`config.mk`:
```
export PLATFORM = sky130hd
export DESIGN_NAME = mem_access_ctrl
export DESIGN_NICKNAME = d
export VERILOG_FILES = /design/src/rtl/mem_access_ctrl.sv
export SDC_FILE = /design/constraint.sdc
export NUM_CORES = 1
export LEC_CHECK = 0
export ABC_AREA = 1
export BUFFER_PORTS_ARGS = -buffer_cell sky130_fd_sc_hd__buf_2
export CELL_PAD_IN_SITES_DETAIL_PLACEMENT = 2
export CELL_PAD_IN_SITES_GLOBAL_PLACEMENT = 2
export CORE_MARGIN = 3
export CORE_UTILIZATION = 19
export CTS_CLUSTER_SIZE = 40
export DETAILED_ROUTE_END_ITERATION = 7
export PLACE_DENSITY_LB_ADDON = 0.12
export SETUP_SLACK_MARGIN = 0.5
export SLEW_MARGIN = 15
export SYNTH_ARGS = -nofsm -noshare
export SYNTH_HDL_FRONTEND = slang
export SYNTH_SLANG_ARGS = --single-unit
```
`constraint.sdc`:
```
create_clock -name clk -period 2.3 [get_ports clk]
set_input_delay 0.115 -clock clk [delete_from_list [all_inputs] [get_ports clk]]
set_output_delay 0.115 -clock clk [all_outputs]
set_load 0.05 [all_outputs]
```
`src/rtl/mem_access_ctrl.sv`:
```
// rtl/mem_access_ctrl.sv - LC-3b memory-stage access controller (optional perf counters: MEM_ACCESS_PERF_EN)
module mem_access_ctrl (
    input  logic        clk,
    input  logic        rst_n,
    input  logic        valid,
    input  logic [2:0]  mem_op,
    input  logic [15:0] address,
    input  logic [15:0] store_data,
    output logic        dmem_read,
    output logic        dmem_write,
    output logic [15:0] dmem_address,
    output logic [15:0] dmem_wdata,
    output logic [1:0]  dmem_byte_enable,
    input  logic [15:0] dmem_rdata,
    input  logic        dmem_resp,
    output logic        mem_stall,
    output logic [15:0] load_data,
    output logic [31:0] perf_stall_cycles,
    output logic [31:0] perf_accesses
);

    localparam logic [2:0] OP_NONE = 3'd0;
    localparam logic [2:0] OP_LDW  = 3'd1;
    localparam logic [2:0] OP_LDB  = 3'd2;
    localparam logic [2:0] OP_STW  = 3'd3;
    localparam logic [2:0] OP_STB  = 3'd4;
    localparam logic [2:0] OP_LDI  = 3'd5;
    localparam logic [2:0] OP_STI  = 3'd6;
    localparam logic [2:0] OP_RSVD = 3'd7;

    localparam logic [0:0] S_IDLE   = 1'b0;
    localparam logic [0:0] S_SECOND = 1'b1;

    logic [0:0]  r_state;
    // Bit 0 of the fetched pointer is never used: the second access is always word aligned.
    logic [15:1] r_ind_addr;

    logic        w_active;
    logic        w_indirect;
    logic        w_single;
    logic        w_in_second;
    logic        w_op_ldw;
    logic        w_op_ldb;
    logic        w_op_ldi;
    logic        w_op_sti;
    logic [1:0]  w_byte_be;
    logic [15:0] w_word_addr;
    logic [7:0]  w_sel_byte;

    // Decode the presented operation; nothing is active while reset is asserted.
    always_comb begin
        w_op_ldw    = (mem_op == OP_LDW);
        w_op_ldb    = (mem_op == OP_LDB);
        w_op_ldi    = (mem_op == OP_LDI);
        w_op_sti    = (mem_op == OP_STI);
        w_active    = rst_n & valid & (mem_op != OP_NONE) & (mem_op != OP_RSVD);
        w_indirect  = w_op_ldi | w_op_sti;
        w_single    = w_active & ~w_indirect;
        w_in_second = w_active & w_indirect & (r_state == S_SECOND);
        w_byte_be   = address[0] ? 2'b10 : 2'b01;
        w_word_addr = {address[15:1], 1'b0};
        w_sel_byte  = address[0] ? dmem_rdata[15:8] : dmem_rdata[7:0];
    end

    // Drive the cache request for the current access (first access or indirect second access).
    always_comb begin
        dmem_read        = 1'b0;
        dmem_write       = 1'b0;
        dmem_address     = 16'h0000;
        dmem_wdata       = 16'h0000;
        dmem_byte_enable = 2'b00;
        if (w_in_second) begin
            dmem_read        = w_op_ldi;
            dmem_write       = w_op_sti;
            dmem_address     = {r_ind_addr, 1'b0};
            dmem_wdata       = w_op_sti ? store_data : 16'h0000;
            dmem_byte_enable = 2'b11;
        end else if (w_active) begin
            case (mem_op)
                OP_LDW, OP_LDI, OP_STI: begin
                    dmem_read        = 1'b1;
                    dmem_address     = w_word_addr;
                    dmem_byte_enable = 2'b11;
                end
                OP_LDB: begin
                    dmem_read        = 1'b1;
                    dmem_address     = address;
                    dmem_byte_enable = w_byte_be;
                end
                OP_STW: begin
                    dmem_write       = 1'b1;
                    dmem_address     = w_word_addr;
                    dmem_wdata       = store_data;
                    dmem_byte_enable = 2'b11;
                end
                OP_STB: begin
                    dmem_write       = 1'b1;
                    dmem_address     = address;
                    dmem_wdata       = {store_data[7:0], store_data[7:0]};
                    dmem_byte_enable = w_byte_be;
                end
                default: begin
                    dmem_read  = 1'b0;
                    dmem_write = 1'b0;
                end
            endcase
        end
    end

    // Stall until the final access of the op completes; return load data on that response.
    always_comb begin
        mem_stall = w_active & ~(dmem_resp & (w_single | w_in_second));
        load_data = 16'h0000;
        if (w_active && dmem_resp) begin
            if (w_op_ldw || (w_op_ldi && w_in_second)) begin
                load_data = dmem_rdata;
            end else if (w_op_ldb) begin
                load_data = {{8{w_sel_byte[7]}}, w_sel_byte};
            end
        end
    end

    // Indirect sequencing: capture the pointer on the first response, finish on the second.
    always_ff @(posedge clk) begin
        if (!rst_n) begin
            r_state    <= S_IDLE;
            r_ind_addr <= 15'h0000;
        end else if (w_in_second) begin
            if (dmem_resp) begin
                r_state <= S_IDLE;
            end
        end else if (w_active && w_indirect && dmem_resp) begin
            r_state    <= S_SECOND;
            r_ind_addr <= dmem_rdata[15:1];
        end else begin
            r_state <= S_IDLE;
        end
    end

`ifdef MEM_ACCESS_PERF_EN
    logic [31:0] r_perf_stall_cycles;
    logic [31:0] r_perf_accesses;

    // Count stalled cycles and completed cache accesses; both wrap naturally.
    always_ff @(posedge clk) begin
        if (!rst_n) begin
            r_perf_stall_cycles <= 32'h0;
            r_perf_accesses     <= 32'h0;
        end else begin
            if (mem_stall) begin
                r_perf_stall_cycles <= r_perf_stall_cycles + 32'd1;
            end
            if (w_active && dmem_resp) begin
                r_perf_accesses <= r_perf_accesses + 32'd1;
            end
        end
    end

    assign perf_stall_cycles = rst_n ? r_perf_stall_cycles : 32'h0;
    assign perf_accesses     = rst_n ? r_perf_accesses     : 32'h0;
`else
    assign perf_stall_cycles = 32'h0;
    assign perf_accesses     = 32'h0;
`endif

endmodule

```
== Word level (Yosys, flattened, before mapping) ==
Index checks and enable logic that the tools add are counted.
Storage, ports and cells
  input bits: 55
  register bits after elaboration: 16
  logic and storage cells: 58
  output and inout bits: 117
Operators by class
  bitwise gates (word level): 13
  mux-type cells: 24
  reductions and logical operators: 11
  eq/ne operators: 8
Operators with widths (number)
  $mux 16: 8
  $pmux 16 s2: 2
  $eq 3x3->1 const B: 3
  $mux 1: 9
  $and 1x1->1: 8
  $mux 8: 1
  $reduce_or 4->1: 2
  $eq 3x2->1 const B: 2
  $mux 2: 3
  $logic_and 1x1->1: 4
  $pmux 2 s2: 1
  $reduce_or 2->1: 2
  $eq 3x1->1 const B: 1
  $ne 3x3->1 const B: 1
  $not 1->1: 3
  $reduce_bool 3->1: 1
  $ne 2x2->1 const B: 1
  $or 1x1->1: 2
  $reduce_and 2->1: 1
  $logic_or 1x1->1: 1

== Logic depth before layout (Yosys ltp) ==
  word-level depth: 9
  depth in mapped cells: 10
  depth with buffers taken out: 9

== Worst setup path before layout ==
Ideal clock, no wire load.
  path kind: input -> output
  start: in mem_op[0]
  end: out dmem_wdata[10]
  buffers on the path: 0
  path slack: 0.165 ns
  required time: 2.185 ns
  data arrival time: 2.020 ns
  stages: 8
  cell sequence: ha_1 > nand2_1 > inv_2 > nor2_4 > nand2_4 > nor2_8 > nand2_2 > o21ai_0
On the way
  cells in the longest elaborated chain, start to end: 6
  elaborated cells between the ends (all ways): 15
  classes of those cells: eq/ne (5); mux (4); bitwise (5); reduce/logical (1)
Ends and longest elaborated chain
  start: declaration: line 6  | input logic [2:0] mem_op,
  $reduce_bool 3->1: line 56  | w_active = rst_n & valid & (mem_op != OP_NONE) & (mem_op != OP_RSVD);
  $and 1x1->1 (2 in series): line 56
  $and 1x1->1 (2 in series): line 59  | w_in_second = w_active & w_indirect & (r_state == S_SECOND);
  $mux 16 *: line 72  | if (w_in_second) begin
  end: declaration: line 12  | output logic [15:0] dmem_wdata,
Mark *: on every way between the ends. The rest lies on a longest branch, timed or not.

== Worst setup path after layout ==
  start: in mem_op[0]
  end: out load_data[12]
On the way
  cells in the longest elaborated chain, start to end: 9
  elaborated cells between the ends (all ways): 17
  classes of those cells: eq/ne (5); mux (3); bitwise (5); reduce/logical (4)
Ends and longest elaborated chain
  $reduce_bool 3->1: line 56
  $and 1x1->1 (2 in series): line 56
  $and 1x1->1 (2 in series): line 59
  $logic_and 1x1->1: line 115  | if (w_op_ldw || (w_op_ldi && w_in_second)) begin
  $logic_or 1x1->1: line 115
  $mux 16: line 115
  $mux 16 *: line 114  | if (w_active && dmem_resp) begin
  end: declaration: line 17  | output logic [15:0] load_data,
Marked as above.

==> run_results.csv <==
group,metric,value,unit
run_status,status,"complete, no violations",
clock_network,clkSlewWorstSetupHoldPaths,0.05,ns
pwr,leakagePower,1.803,nW
layout,finish.utilization,28.86,%
pwr,clkPwrFrac,26.2,%
logic_synthesis,synth-main-ff-cell,"dfxtp_1",
clock_network,max-clock-path-buffers,2,
floorplan,placeableCoreArea,0.01108,sq mm
clock_network,postCtsHoldBufs,0,
timing,grt_setup_unrepaired,"true",
layout,ff_latch_area,320.3,sq um
place,hpwl,7.050,mm
pwr,power_density,384.1,mW/mm^2
detailed_routing,dr.pass1.iters,4,
timing,setup_viol,0,
pwr,combinationalPowerShare,50.4,%
worst_setup_path,cp_common_cell,"buf_4",
detailed_routing,num_vias,2578,
layout,drive_above_1_share,37.53,%
worst_setup_path,arrival,1.62,ns
logic_synthesis,async_flop_share,0,%
pwr,total_power,1.228,mW
worst_hold_path,hold_path_class,"input pin to register",
timing,period_needed,1.732,ns
worst_setup_path,cp_cell_sequence,"buf_2 > ha_2 > nand2_1 > inv_2 > nor2_4 > nand4_1 > buf_4 > buf_4 > a21oi_1 > nor2_2 > clkbuf_4",
worst_setup_path,crit_slowest_cell,"ha_2",
floorplan,dieArea,0.01288,sq mm
detailed_routing,ant_nets,0,
clock_network,cts_sinks,16,
logic_synthesis,synth.area.top_cells,"buf_4, nand2_1, dfxtp_1",
worst_setup_path,required,2.18,ns
logic_synthesis,yosysWarnings,0,
detailed_routing,wl,9.096,mm
clock_network,cts_tree,"done",
global_route,overflow,0,
timing,finalClockSkew,0.001431,ns
layout,nNetsFinal,555,
detailed_routing,wl_per_cell,14.37,um
layout,fill_cells,1387,
timing,fmax,0.5775,GHz
place,port_buffers,107,
floorplan,start_util,19.82,%
place,gp_congestion,0.7596,
detailed_routing,post-route-drc-count,0,
logic_synthesis,synth_edf_count,0,
pwr,switchingPower,577.1,uW
detailed_routing,vias_per_cell,4.073,
logic_synthesis,synth.most_common_cell,"nand2_1",
logic_synthesis,ys_seq_elements,16,
logic_synthesis,ys_seq_area_share,14.59,%
pwr,p_int,650.9,uW
timing,tns,0,ns
floorplan,die_h,113.5,um
pwr,swShare,47.00,%
clock_network,cts.root.buffer_cell,"clkbuf_16",
pwr,peakVddDrop,184.8,uV
worst_setup_path,path_max_fanout,10,
global_route,grt_pass1_vias,2601,
global_route,antenna_found_initial,0,
place,post-place-cells,618,
timing,hold_viol,0,
detailed_routing,drt_iter0_markers,67,
floorplan,fp-row-count,38,
logic_synthesis,synth_common_cells,"nand2_1, buf_4, nor2_1, inv_1, a21oi_1",
logic_synthesis,synth_area,0.002196,sq mm
pwr,seqPwrFrac,23.4,%
layout,multi_input_area,0.001558,sq mm
logic_synthesis,synth_cell_types,29,
logic_synthesis,synth.top_cell.area_share,22.91,%
layout,diodes,0,
worst_setup_path,cp_slowest_stage_delay,0.21,ns
clock_network,cts-htree-levels,1,
worst_setup_path,crit_type,"input pin to primary output",
global_route,grt_use_total,12.37,%
global_route,grt_max_degree,32,
layout,stdcell_count,633,
timing,report.final.slew_viol_count,0,
clock_network,clkLatencyLatePin,0.24,ns
logic_synthesis,synth_area_leader_cell,"buf_4",
logic_synthesis,syn_area_per_cell,5.779,sq um
clock_network,numCtsBuffers,3,
global_route,grt_pass1_wl,13.46,mm
layout,area_delta_synth_final,45.58,%
logic_synthesis,synthCells,380,
worst_setup_path,crit_path_end_kind,"primary output",
timing,holdWs,0.2346,ns
flow_run,cap_violations,0,
floorplan,ios,172,
timing,post-route-period-util,75.29,%
worst_setup_path,cp-start-kind,"input pin",
floorplan,die_w,113.5,um
critical path, delay by kind of cell:
family | cells | cell delay (ns)
buffers and inverters | 5 | 0.73
AND/OR/NAND/NOR | 4 | 0.40
adder cells (fa/ha/maj) | 1 | 0.21
AO/OA/AOI/OAI | 1 | 0.16
layout by cell type (no fill, tap or decap), types with 2 or more instances in the layout:
| cell type | n |
|---|---|
| nor2_2 | 16 |
| a21oi_2 | 9 |
| inv_2 | 5 |
| buf_2 | 62 |
| a31oi_1 | 2 |
| buf_12 | 3 |
| nor2_4 | 3 |
| nand3_1 | 16 |
| conb_1 | 64 |
| o22ai_1 | 8 |
| nand2_2 | 9 |
| buf_4 | 30 |
| nor2_1 | 37 |
| o21ai_0 | 13 |
| buf_6 | 15 |
| o21ai_1 | 4 |
| clkbuf_16 | 5 |
| inv_1 | 39 |
| nand2_1 | 87 |
| nand2_4 | 5 |
| ha_1 | 2 |
| dfxtp_1 | 16 |
| nor3_4 | 2 |
| a21oi_1 | 17 |
| ha_2 | 3 |
| clkbuf_4 | 11 |
per-layer routing:
| layer | track usage, % | up-vias | wire length (um) |
|---|---|---|---|
| li1 | - | 1277 | - |
| met1 | 16.57 | 1205 | 4028 |
| met2 | 21.75 | 94 | 4563 |
| met3 | 1.538 | 2 | 474 |
| met4 | 1.683 | 0 | 29 |
| met5 | 0 | - | 0 |
power groups by stage:
stage	sequential [mW]	clock (mW)	combinational, mW
final	0.287	0.322	0.619
after global placement	0.292	0	0.538
after floorplan	0.291	0	0.518
after global routing	0.287	0.351	0.663
after detailed placement	0.292	0	0.545
after CTS	0.287	0.338	0.563
path summary, 6_finish.rpt:
check	start	end	slack [ns]	cells after the start
max	mem_op[0]	load_data[12]	0.57	11
min	dmem_rdata[9]	r_ind_addr[9]	0.23	5
max reg2reg	r_state	r_ind_addr[12]	0.92	7
min reg2reg	r_ind_addr[8]	r_ind_addr[8]	0.49	2
cells by family (layout without fill, tap and decap cells):
family | count (synthesis) | count (layout) | share of synthesized area, %
buffers and inverters | 123 | 171 | 33.16
and+or+nand+nor | 179 | 181 | 35.61
adders and majority gates | 5 | 5 | 2.849
AOI/OAI and AO/OA | 56 | 56 | 13.62
other | 1 | 64 | 0.1708
DFF | 16 | 16 | 14.59
repair_timing:
item,in CTS,in global routing
gates cloned,0,5
pin swaps,0,6
setup endpoints to repair,47,51
buffers inserted,0,7
resized for setup,41,50
hold endpoints to repair,0,0
metrics by stage:
stage | instance area (sq um) | setup slack (ns)
final | 3197 | 0.5684
after global routing | 3197 | 0.4377
after CTS | 2905 | 0.4937
after detailed placement | 2703 | 0.2430
after global placement | 2703 | 0.3454
after floorplan | 2506 | 0.1648
cell type report:
type	instances	area share, %
inverters	45	5.362
clock buffers	3	2.348
flip-flops and latches	16	10.02
multi-input cells	306	48.73
well taps	140	5.479
repair buffers	123	28.06
state kept, by name (all words and copies together), names as in the netlist:
signal	cells
r_ind_addr	15
r_state	1
No activity file was read; power rests on OpenSTA's default activity.
